===== config.mk =====
export PLATFORM = sky130hd
export DESIGN_NAME = dp_sequencer
export DESIGN_NICKNAME = d
export VERILOG_FILES = /design/src/rtl/dp_pkg.sv /design/src/rtl/dp_decode.sv /design/src/rtl/dp_sequencer.sv
export SDC_FILE = /design/constraint.sdc
export NUM_CORES = 1
export LEC_CHECK = 0
export ABC_AREA = 1
export BUFFER_PORTS_ARGS = -buffer_cell sky130_fd_sc_hd__buf_2
export CAP_MARGIN = 20
export CORE_ASPECT_RATIO = 1.25
export CORE_MARGIN = 10
export CORE_UTILIZATION = 40
export DETAILED_ROUTE_END_ITERATION = 10
export PLACE_DENSITY = 0.65
export RECOVER_POWER = 25
export REMOVE_ABC_BUFFERS = 1
export SYNTH_ARGS = -nofsm -noshare
export SYNTH_HDL_FRONTEND = slang
export SYNTH_SLANG_ARGS = --single-unit
export TNS_END_PERCENT = 30

===== constraint.sdc =====
create_clock -name clk -period 2.7 [get_ports clk]
set_clock_uncertainty 0.05 [all_clocks]
set_input_delay 0.405 -clock clk [delete_from_list [all_inputs] [get_ports clk]]
set_output_delay 0.405 -clock clk [all_outputs]
set_load 0.005 [all_outputs]

===== src/rtl/dp_pkg.sv =====
// dp_pkg: shared definitions for the register-file datapath sequencer.
//   - opcode constants and FunctionUnit (FS) codes
//   - ControlWord field bit positions and the idle word
//   - instruction word layout and the sequencer state enumeration
//   - pack_cw(): builds a ControlWord from its fields
package dp_pkg;

  localparam int CW_W    = 13;  // ControlWord width, fixed by the datapath field layout
  localparam int DATA_W  = 4;   // datapath word / immediate width
  localparam int INSTR_W = 16;
  localparam int RA_W    = 2;   // register address width (4 registers)

  // Opcodes; 0xD..0xF are illegal
  localparam logic [3:0] OP_NOP  = 4'h0;
  localparam logic [3:0] OP_MOV  = 4'h1;
  localparam logic [3:0] OP_ADD  = 4'h2;
  localparam logic [3:0] OP_SUB  = 4'h3;
  localparam logic [3:0] OP_AND  = 4'h4;
  localparam logic [3:0] OP_OR   = 4'h5;
  localparam logic [3:0] OP_XOR  = 4'h6;
  localparam logic [3:0] OP_NOT  = 4'h7;
  localparam logic [3:0] OP_ADDI = 4'h8;
  localparam logic [3:0] OP_LDI  = 4'h9;
  localparam logic [3:0] OP_IN   = 4'hA;
  localparam logic [3:0] OP_SHL  = 4'hB;
  localparam logic [3:0] OP_SHR  = 4'hC;

  // FunctionUnit codes shared with the datapath
  localparam logic [3:0] FS_MOVA = 4'b0000;
  localparam logic [3:0] FS_ADD  = 4'b0010;
  localparam logic [3:0] FS_SUB  = 4'b0101;
  localparam logic [3:0] FS_AND  = 4'b1000;
  localparam logic [3:0] FS_OR   = 4'b1001;
  localparam logic [3:0] FS_XOR  = 4'b1010;
  localparam logic [3:0] FS_NOT  = 4'b1011;
  localparam logic [3:0] FS_MOVB = 4'b1100;
  localparam logic [3:0] FS_SHR  = 4'b1101;
  localparam logic [3:0] FS_SHL  = 4'b1110;

  // ControlWord field positions
  localparam int CW_DA_HI = 12;
  localparam int CW_DA_LO = 11;
  localparam int CW_AA_HI = 10;
  localparam int CW_AA_LO = 9;
  localparam int CW_BA_HI = 8;
  localparam int CW_BA_LO = 7;
  localparam int CW_MB    = 6;
  localparam int CW_FS_HI = 5;
  localparam int CW_FS_LO = 2;
  localparam int CW_MD    = 1;
  localparam int CW_NWE   = 0;

  // Idle word: no write, every other field zero
  localparam logic [CW_W-1:0] CW_IDLE = 13'h0001;

  typedef struct packed {
    logic [3:0]        op;
    logic [RA_W-1:0]   da;
    logic [RA_W-1:0]   aa;
    logic [RA_W-1:0]   ba;
    logic [1:0]        rsvd;
    logic [DATA_W-1:0] imm;
  } instr_t;

  typedef enum logic [1:0] {
    ST_IDLE    = 2'd0,
    ST_EXEC    = 2'd1,
    ST_SHIFT   = 2'd2,
    ST_WAIT_IN = 2'd3
  } state_e;

  function automatic logic [CW_W-1:0] pack_cw(
    input logic [RA_W-1:0] da,
    input logic [RA_W-1:0] aa,
    input logic [RA_W-1:0] ba,
    input logic            mb,
    input logic [3:0]      fs,
    input logic            md,
    input logic            nwe
  );
    logic [CW_W-1:0] cw;
    cw                     = '0;
    cw[CW_DA_HI:CW_DA_LO]  = da;
    cw[CW_AA_HI:CW_AA_LO]  = aa;
    cw[CW_BA_HI:CW_BA_LO]  = ba;
    cw[CW_MB]              = mb;
    cw[CW_FS_HI:CW_FS_LO]  = fs;
    cw[CW_MD]              = md;
    cw[CW_NWE]             = nwe;
    return cw;
  endfunction

endpackage


===== src/rtl/dp_decode.sv =====
// dp_decode: combinational map from (state, IR) to the datapath controls.
// Ports:
//   state        in   current sequencer state
//   ir           in   instruction register
//   in_valid     in   external data valid (only matters in WAIT_IN)
//   control_word out  13-bit ControlWord
//   constant_in  out  immediate for the datapath B mux (0 when idle)
//   err          out  high during EXEC of an illegal opcode
module dp_decode
  import dp_pkg::*;
(
  input  state_e            state,
  input  instr_t            ir,
  input  logic              in_valid,
  output logic [CW_W-1:0]   control_word,
  output logic [DATA_W-1:0] constant_in,
  output logic              err
);

  logic [RA_W-1:0] aa;
  logic            mb;
  logic [3:0]      fs;
  logic            md;
  logic            nwe;

  // Reserved instruction bits carry no meaning.
  logic unused_rsvd;
  assign unused_rsvd = ^ir.rsvd;

  always_comb begin
    control_word = CW_IDLE;
    constant_in  = '0;
    err          = 1'b0;
    aa           = ir.aa;
    mb           = 1'b0;
    fs           = FS_MOVA;
    md           = 1'b0;
    nwe          = 1'b1;

    case (state)
      ST_EXEC: begin
        nwe = 1'b0;
        case (ir.op)
          OP_NOP:  nwe = 1'b1;
          OP_MOV:  fs = FS_MOVA;
          OP_ADD:  fs = FS_ADD;
          OP_SUB:  fs = FS_SUB;
          OP_AND:  fs = FS_AND;
          OP_OR:   fs = FS_OR;
          OP_XOR:  fs = FS_XOR;
          OP_NOT:  fs = FS_NOT;
          OP_ADDI: begin mb = 1'b1; fs = FS_ADD;  end
          OP_LDI:  begin mb = 1'b1; fs = FS_MOVB; end
          OP_IN:   md = 1'b1;
          // A shift only reaches EXEC with imm = 0: nothing to write.
          OP_SHL:  begin aa = ir.da; fs = FS_SHL; nwe = (ir.imm == '0); end
          OP_SHR:  begin aa = ir.da; fs = FS_SHR; nwe = (ir.imm == '0); end
          default: begin nwe = 1'b1; err = 1'b1; end
        endcase
        control_word = pack_cw(ir.da, aa, ir.ba, mb, fs, md, nwe);
      end

      ST_SHIFT: begin
        // Shift in place: source register is the destination.
        fs           = (ir.op == OP_SHR) ? FS_SHR : FS_SHL;
        control_word = pack_cw(ir.da, ir.da, ir.ba, 1'b0, fs, 1'b0, 1'b0);
      end

      ST_WAIT_IN: begin
        // Hold the idle word until data arrives, then write it in that cycle.
        if (in_valid) begin
          control_word = pack_cw(ir.da, ir.aa, ir.ba, 1'b0, FS_MOVA, 1'b1, 1'b0);
        end
      end

      default: ;
    endcase

    if (state != ST_IDLE) begin
      constant_in = ir.imm;
    end
  end

endmodule


===== src/rtl/dp_sequencer.sv =====
// dp_sequencer: multi-cycle instruction sequencer for the 4x4-bit
// register-file datapath. Accepts one instruction at a time over a
// valid/ready handshake and drives the ControlWord / ConstantIn.
// Ports:
//   clk, nRST          clock (rising edge), asynchronous active-low reset
//   instr/instr_valid  instruction in; instr_ready high only when IDLE
//   in_valid/in_ready  external data handshake for the IN instruction
//   ControlWord        [12:11]DA [10:9]AA [8:7]BA [6]MB [5:2]FS [1]MD [0]nWE
//   ConstantIn         immediate to the datapath B mux
//   busy               not IDLE
//   done               pulse on the final cycle of an instruction
//   err                pulse for an illegal opcode
module dp_sequencer
  import dp_pkg::*;
(
  input  logic               clk,
  input  logic               nRST,
  input  logic [INSTR_W-1:0] instr,
  input  logic               instr_valid,
  output logic               instr_ready,
  input  logic               in_valid,
  output logic               in_ready,
  output logic [CW_W-1:0]    ControlWord,
  output logic [DATA_W-1:0]  ConstantIn,
  output logic               busy,
  output logic               done,
  output logic               err
);

  state_e            state_reg, state_next;
  instr_t            ir_reg;
  logic [DATA_W-1:0] cnt_reg, cnt_next;
  instr_t            instr_word;
  logic              accept;

  assign instr_word = instr;
  assign accept     = instr_valid && instr_ready;

  always_ff @(posedge clk or negedge nRST) begin
    if (!nRST) begin
      state_reg <= ST_IDLE;
      ir_reg    <= '0;
      cnt_reg   <= '0;
    end else begin
      state_reg <= state_next;
      cnt_reg   <= cnt_next;
      if (accept) begin
        ir_reg <= instr_word;
      end
    end
  end

  always_comb begin
    state_next  = state_reg;
    cnt_next    = cnt_reg;
    instr_ready = 1'b0;
    in_ready    = 1'b0;
    done        = 1'b0;
    busy        = 1'b1;

    case (state_reg)
      ST_IDLE: begin
        instr_ready = 1'b1;
        busy        = 1'b0;
        if (instr_valid) begin
          if (instr_word.op == OP_IN) begin
            state_next = ST_WAIT_IN;
          end else if ((instr_word.op == OP_SHL || instr_word.op == OP_SHR) &&
                       (instr_word.imm != '0)) begin
            state_next = ST_SHIFT;
            cnt_next   = instr_word.imm;
          end else begin
            state_next = ST_EXEC;
          end
        end
      end

      ST_EXEC: begin
        done       = 1'b1;
        state_next = ST_IDLE;
      end

      ST_SHIFT: begin
        // cnt counts remaining write cycles including this one.
        cnt_next = cnt_reg - 4'd1;
        if (cnt_reg == 4'd1) begin
          done       = 1'b1;
          state_next = ST_IDLE;
        end
      end

      ST_WAIT_IN: begin
        if (in_valid) begin
          in_ready   = 1'b1;
          done       = 1'b1;
          state_next = ST_IDLE;
        end
      end

      default: state_next = ST_IDLE;
    endcase
  end

  dp_decode u_decode (
    .state        (state_reg),
    .ir           (ir_reg),
    .in_valid     (in_valid),
    .control_word (ControlWord),
    .constant_in  (ConstantIn),
    .err          (err)
  );

endmodule


After elaboration in Yosys (flattened, before gate mapping)

Index checks and enable logic that the tools add are counted.

Bits in registers: 20
Input port bits: 20
Output and inout bits: 22
Logic and storage cells: 75

$add $sub $neg: 1
Equal/unequal tests: 24
Multiplexer cells: 27
Reductions and logical operators: 16

Operators by type and width:

| operator                                                            | number |
|---|---|
| 13-bit case mux with 3 select lines                                 | 1 |
| 4-bit case mux with 9 select lines                                  | 1 |
| 4-bit == test (second input constant)                               | 8 |
| 4-bit by 3-bit == test with 1-bit output (second input constant)    | 4 |
| 4-bit two-way mux                                                   | 4 |
| 2-bit two-way mux                                                   | 7 |
| 13-bit two-way mux                                                  | 1 |
| 13-bit OR reduction                                                 | 1 |
| 2-bit inequality test (second input constant)                       | 5 |
| 10-bit OR reduction                                                 | 1 |
| 1-bit two-way mux                                                   | 9 |
| 4-bit by 1-bit == test with 1-bit output (second input constant)    | 2 |
| 4-bit by 2-bit == test with 1-bit output (second input constant)    | 2 |
| 4-bit zero test                                                     | 2 |
| 2-bit case mux with 4 select lines                                  | 1 |
| 4-bit case mux with 2 select lines                                  | 1 |
| 2-bit OR reduction                                                  | 3 |
| 2-bit == test (second input constant)                               | 2 |
| 4-bit AND reduction                                                 | 1 |
| 2-bit nonzero test                                                  | 2 |
| 4-bit nonzero test                                                  | 1 |
| 4-bit by 1-bit subtractor with 4-bit output (second input constant) | 1 |
| 1-bit case mux with 3 select lines                                  | 1 |
| 3-bit AND reduction                                                 | 1 |
| other kinds (5)                                                     | 6 |

Depth between registers and ports, before layout

Depth after elaboration: 7
Gate-level depth with buffers: 9
Mapped depth without buffers: 9

Cells and area by module

Synthesis repeated with hierarchy kept, for this count alone.

Cells, all modules: 223
Area, all modules: 1437.6 um^2

Modules (own cells, without submodules):

| module       | instances | cells each | area each (um^2) | sequential area each (um^2) |
|---|---|---|---|---|
| dp_sequencer | 1         | 139        | 1061.0           | 550.5 |
| dp_decode    | 1         | 84         | 376.6            | 0.0 |

Worst setup path before layout

No wires, ideal clock.

Path type: register to output
Start point: register ir_reg[13] in the netlist's numbering
End point: output port ControlWord[10]
Arrival: 1.054 ns
Data required time: 2.245 ns
Path slack: 1.191 ns
Stages on the path, launching flop included: 6
Path buffers: 0
Cells stage by stage: dfrtp_1 > nor2_1 > nand2_1 > nand2_1 > a21oi_1 > o21ai_0

Cells in the longest elaborated chain, start to end: 4
Elaborated cells between the ends (all ways): 5
Classes of those cells: eq/ne (2); mux (2); reduce/logical (1)

Ends and longest elaborated chain:

| item                                  | RTL line           | source |
|---|---|---|
| start, declared                       | dp_sequencer.sv:31 | `instr_t ir_reg;` |
| start signal, assigned                | dp_sequencer.sv:48 | `ir_reg <= instr_word;` |
| 4-bit == test                         | dp_decode.sv:43    | `case (ir.op)` |
| 2-bit OR reduction (no source line) * | --                 |  |
| 2-bit two-way mux *                   | dp_decode.sv:43    |  |
| 13-bit case mux with 3 select lines * | dp_decode.sv:40    | `case (state)` |
| end, declared                         | dp_sequencer.sv:23 | `output logic [CW_W-1:0] ControlWord,` |

Every way passes the cells marked *; elsewhere a longest branch is shown, timed or not.

Worst setup path in the final report

Start point: register ir_reg[13] in the netlist's numbering
End point: output port ControlWord[9]

Same word-level chain as after synthesis.

==> metrics <==
GRT Util Overall=between 10% and 20%; startpoint types=flip-flop; vias in the first global route=around 1300; worst relative slew slack=between 20% and 30%; Worst Hold Margin=approximately 0.27 ns; cell repeated most along the worst path=nand2_1; Largest stage delay, worst path=roughly 0.45 ns; first-pass GRT wire length=a little under 6000 um; worst ir drop on vdd=about 0.54 mV; wire per inst=approximately 12 um; RSZ-0062 raised after global routing=false; Area growth syn-to-layout=20.9%; Post-synth EDFFs=0; Final Max Tran Viols=0; ys flop type=dfrtp_1; crit path time final=approximately 2.1 ns; Initial Util=between 40% and 50%; final setup violation count=0; Flop pwr share=31.8%; P_int=about 970 uW; diode count=0; starting DRC count in detailed routing=41; worst skew pair latency=around 0.26 ns; non-filler cells, final=approximately 280; syn_area_per_cell=~6.6 um^2; Comb power frac=between 50% and 60%; Sw Pwr=773 uW; setup bufs post-CTS=0; via total after detailed routing=between 1000 and 1500; CTS tree=done; Core Region=approximately 3200 um^2; CTS Buf Count=3; IO Pins=42; worst path cell trace=nor2_1 -> nand2_1 -> nand2_1 -> o21ai_0 -> nand2_1 -> o21ai_0 -> buf_2; die area=about 6000 um^2; DP HPWL=~2700 um; Root Buffer=clkbuf_8; clock transition at the registers of the reported paths=around 0.080 ns; # DRC=0; row count=23; sw frac=between 40% and 50%; Post-layout nets=between 200 and 300; sequential share of the synthesized area=around 38%; Cell Count Post-Placement=approximately 270; max reg flops=14; Critical Path End Type=output pin; number of library cell types mapped by synthesis=18; layout cells sized above 1=between 20% and 30%; Resize count post-CTS=0; Synth warnings=0; Lkg Pwr=roughly 0.96 nW; Mapped Cells=200; Area after DPL=1540 um^2; Die W=about 70 um; status=completed; GPL Wtd Cong=0.878; Post-DRT Antenna Nets=0; overall power=1.75 mW; final std cell area, no fill=approximately 1600 um^2; Vias/cell=approximately 4.7; Remaining Overflow, GRT=0; slowest CP cell=dfrtp_1; asr flop ratio synth=100%; Critical Path RT=2.25 ns; CTS sink count=20; Worst Path Arrival=about 1.6 ns; Post-Syn Area=1330 um^2; f_max=around 480 MHz; htree depth=1; final WL=3340 um; worst-path maximum fanout=6; Clock Tree Buf Depth=2; Power Density=about 1100 nW/um^2; hold_buf cts=0; largest net degree at the start of global routing=29; Hold Fails Final Rpt=0; post-synthesis register bit count=20; clock share of power=between 15 and 20%; Crit Path Class=reg2out; die height=between 80 and 90 um; Hold Crit Class=in2async; initial antenna violation count=0; Setup TNS=0 ns; worst slew pin tran=between 1 and 1.5 ns; final worst path period share=between 70% and 80%; count of buffers from port buffering=39; TritonRoute pass-1 iters=4; Max Cap Viol=0
critical path: cells and delay by family (launching register included):
kind,cells,cell delay (ns)
simple gates,4,0.63
flops,1,0.45
buf+inv,1,0.13
compound gates,2,0.18
cell usage after synthesis (2+ instances only):
master    n  area (um^2)
nand2_1  71          267
nor3_1    2         10.0
o21ai_2   4         35.0
ha_1      2         25.0
dfrtp_1  20          500
nor2_1   22         82.6
o21ai_0  22          110
a21oi_1   2         10.0
nor2_4    2         22.5
buf_6     3         33.8
nand3_1  14         70.1
inv_1    30          113
area by class of cell:
type / instances / area (um^2)
multi-input combinational: 145 / 671
clock inverter: 1 / 30.0
inverter: 32 / 123
tap: 37 / 46.3
sequential: 20 / 500
clock buffer: 3 / 41.3
timing repair buffer: 39 / 194
fill: 361 / 1590
power by group through the flow:
stage               combinational (mW)  sequential (mW)  clock [mW]
floorplan                        0.615            0.536           0
global placement                 0.900            0.558           0
detailed placement               0.908            0.559           0
CTS                              0.913            0.555       0.309
global route                      1.05            0.579       0.325
finish                           0.891            0.555       0.302
through the flow:
step	worst slack, ns	util (%)
after global placement	0.902	48.1
after floorplan	1.19	-
final	0.612	50.3
after global routing	0.399	50.3
after detailed placement	0.897	48.1
after CTS	0.602	50.3
cell families after synthesis:
logic type      synth area share, %
buf+inv                        11.8
simple gates                   36.0
compound gates                 12.6
flops                          37.7
fa+ha+maj                      1.88
final timing paths:
kind                              startpoint              to  slack (ns)  depth (start not counted)
max in group asynchronous               nRST      cnt_reg[0]        1.67                          1
min in group clk                    instr[9]       ir_reg[9]        0.28                          3
worst max register to register  state_reg[0]       ir_reg[8]        1.19                          6
worst max-delay path              ir_reg[13]  ControlWord[9]        0.61                          7
worst min-delay path                    nRST       ir_reg[7]        0.27                          1
worst min register to register     ir_reg[9]       ir_reg[9]        0.43                          2
routing by layer:
layer  up-vias  routed length (um)  GRT usage, %
li1        695                   -             -
met3         6                 203          2.59
met2        31                1630          20.3
met5         -                   0             0
met1       568                1420          12.3
met4         0                  87          7.41
placed cells by master, fill, tap and decap left out:
| cell type | synthesis | final |
|---|---|---|
| inv_2 | 1 | 1 |
| inv_1 | 30 | 30 |
| nor3_1 | 2 | 2 |
| dfrtp_1 | 20 | 20 |
| bufinv_16 | 0 | 1 |
| clkbuf_1 | 0 | 1 |
| o21ai_2 | 4 | 4 |
| nand2_1 | 71 | 71 |
| a21oi_1 | 2 | 2 |
| ha_1 | 2 | 2 |
| buf_2 | 0 | 38 |
| nor2_4 | 2 | 2 |
| nor2_8 | 1 | 1 |
| o211ai_1 | 1 | 1 |
| or2_2 | 1 | 1 |
| o21ai_1 | 1 | 1 |
| inv_4 | 1 | 1 |
| nand3_1 | 14 | 14 |
| o21ai_0 | 22 | 22 |
| clkbuf_8 | 0 | 3 |
| nor2_1 | 22 | 22 |
(Power assumes the default switching activity.)
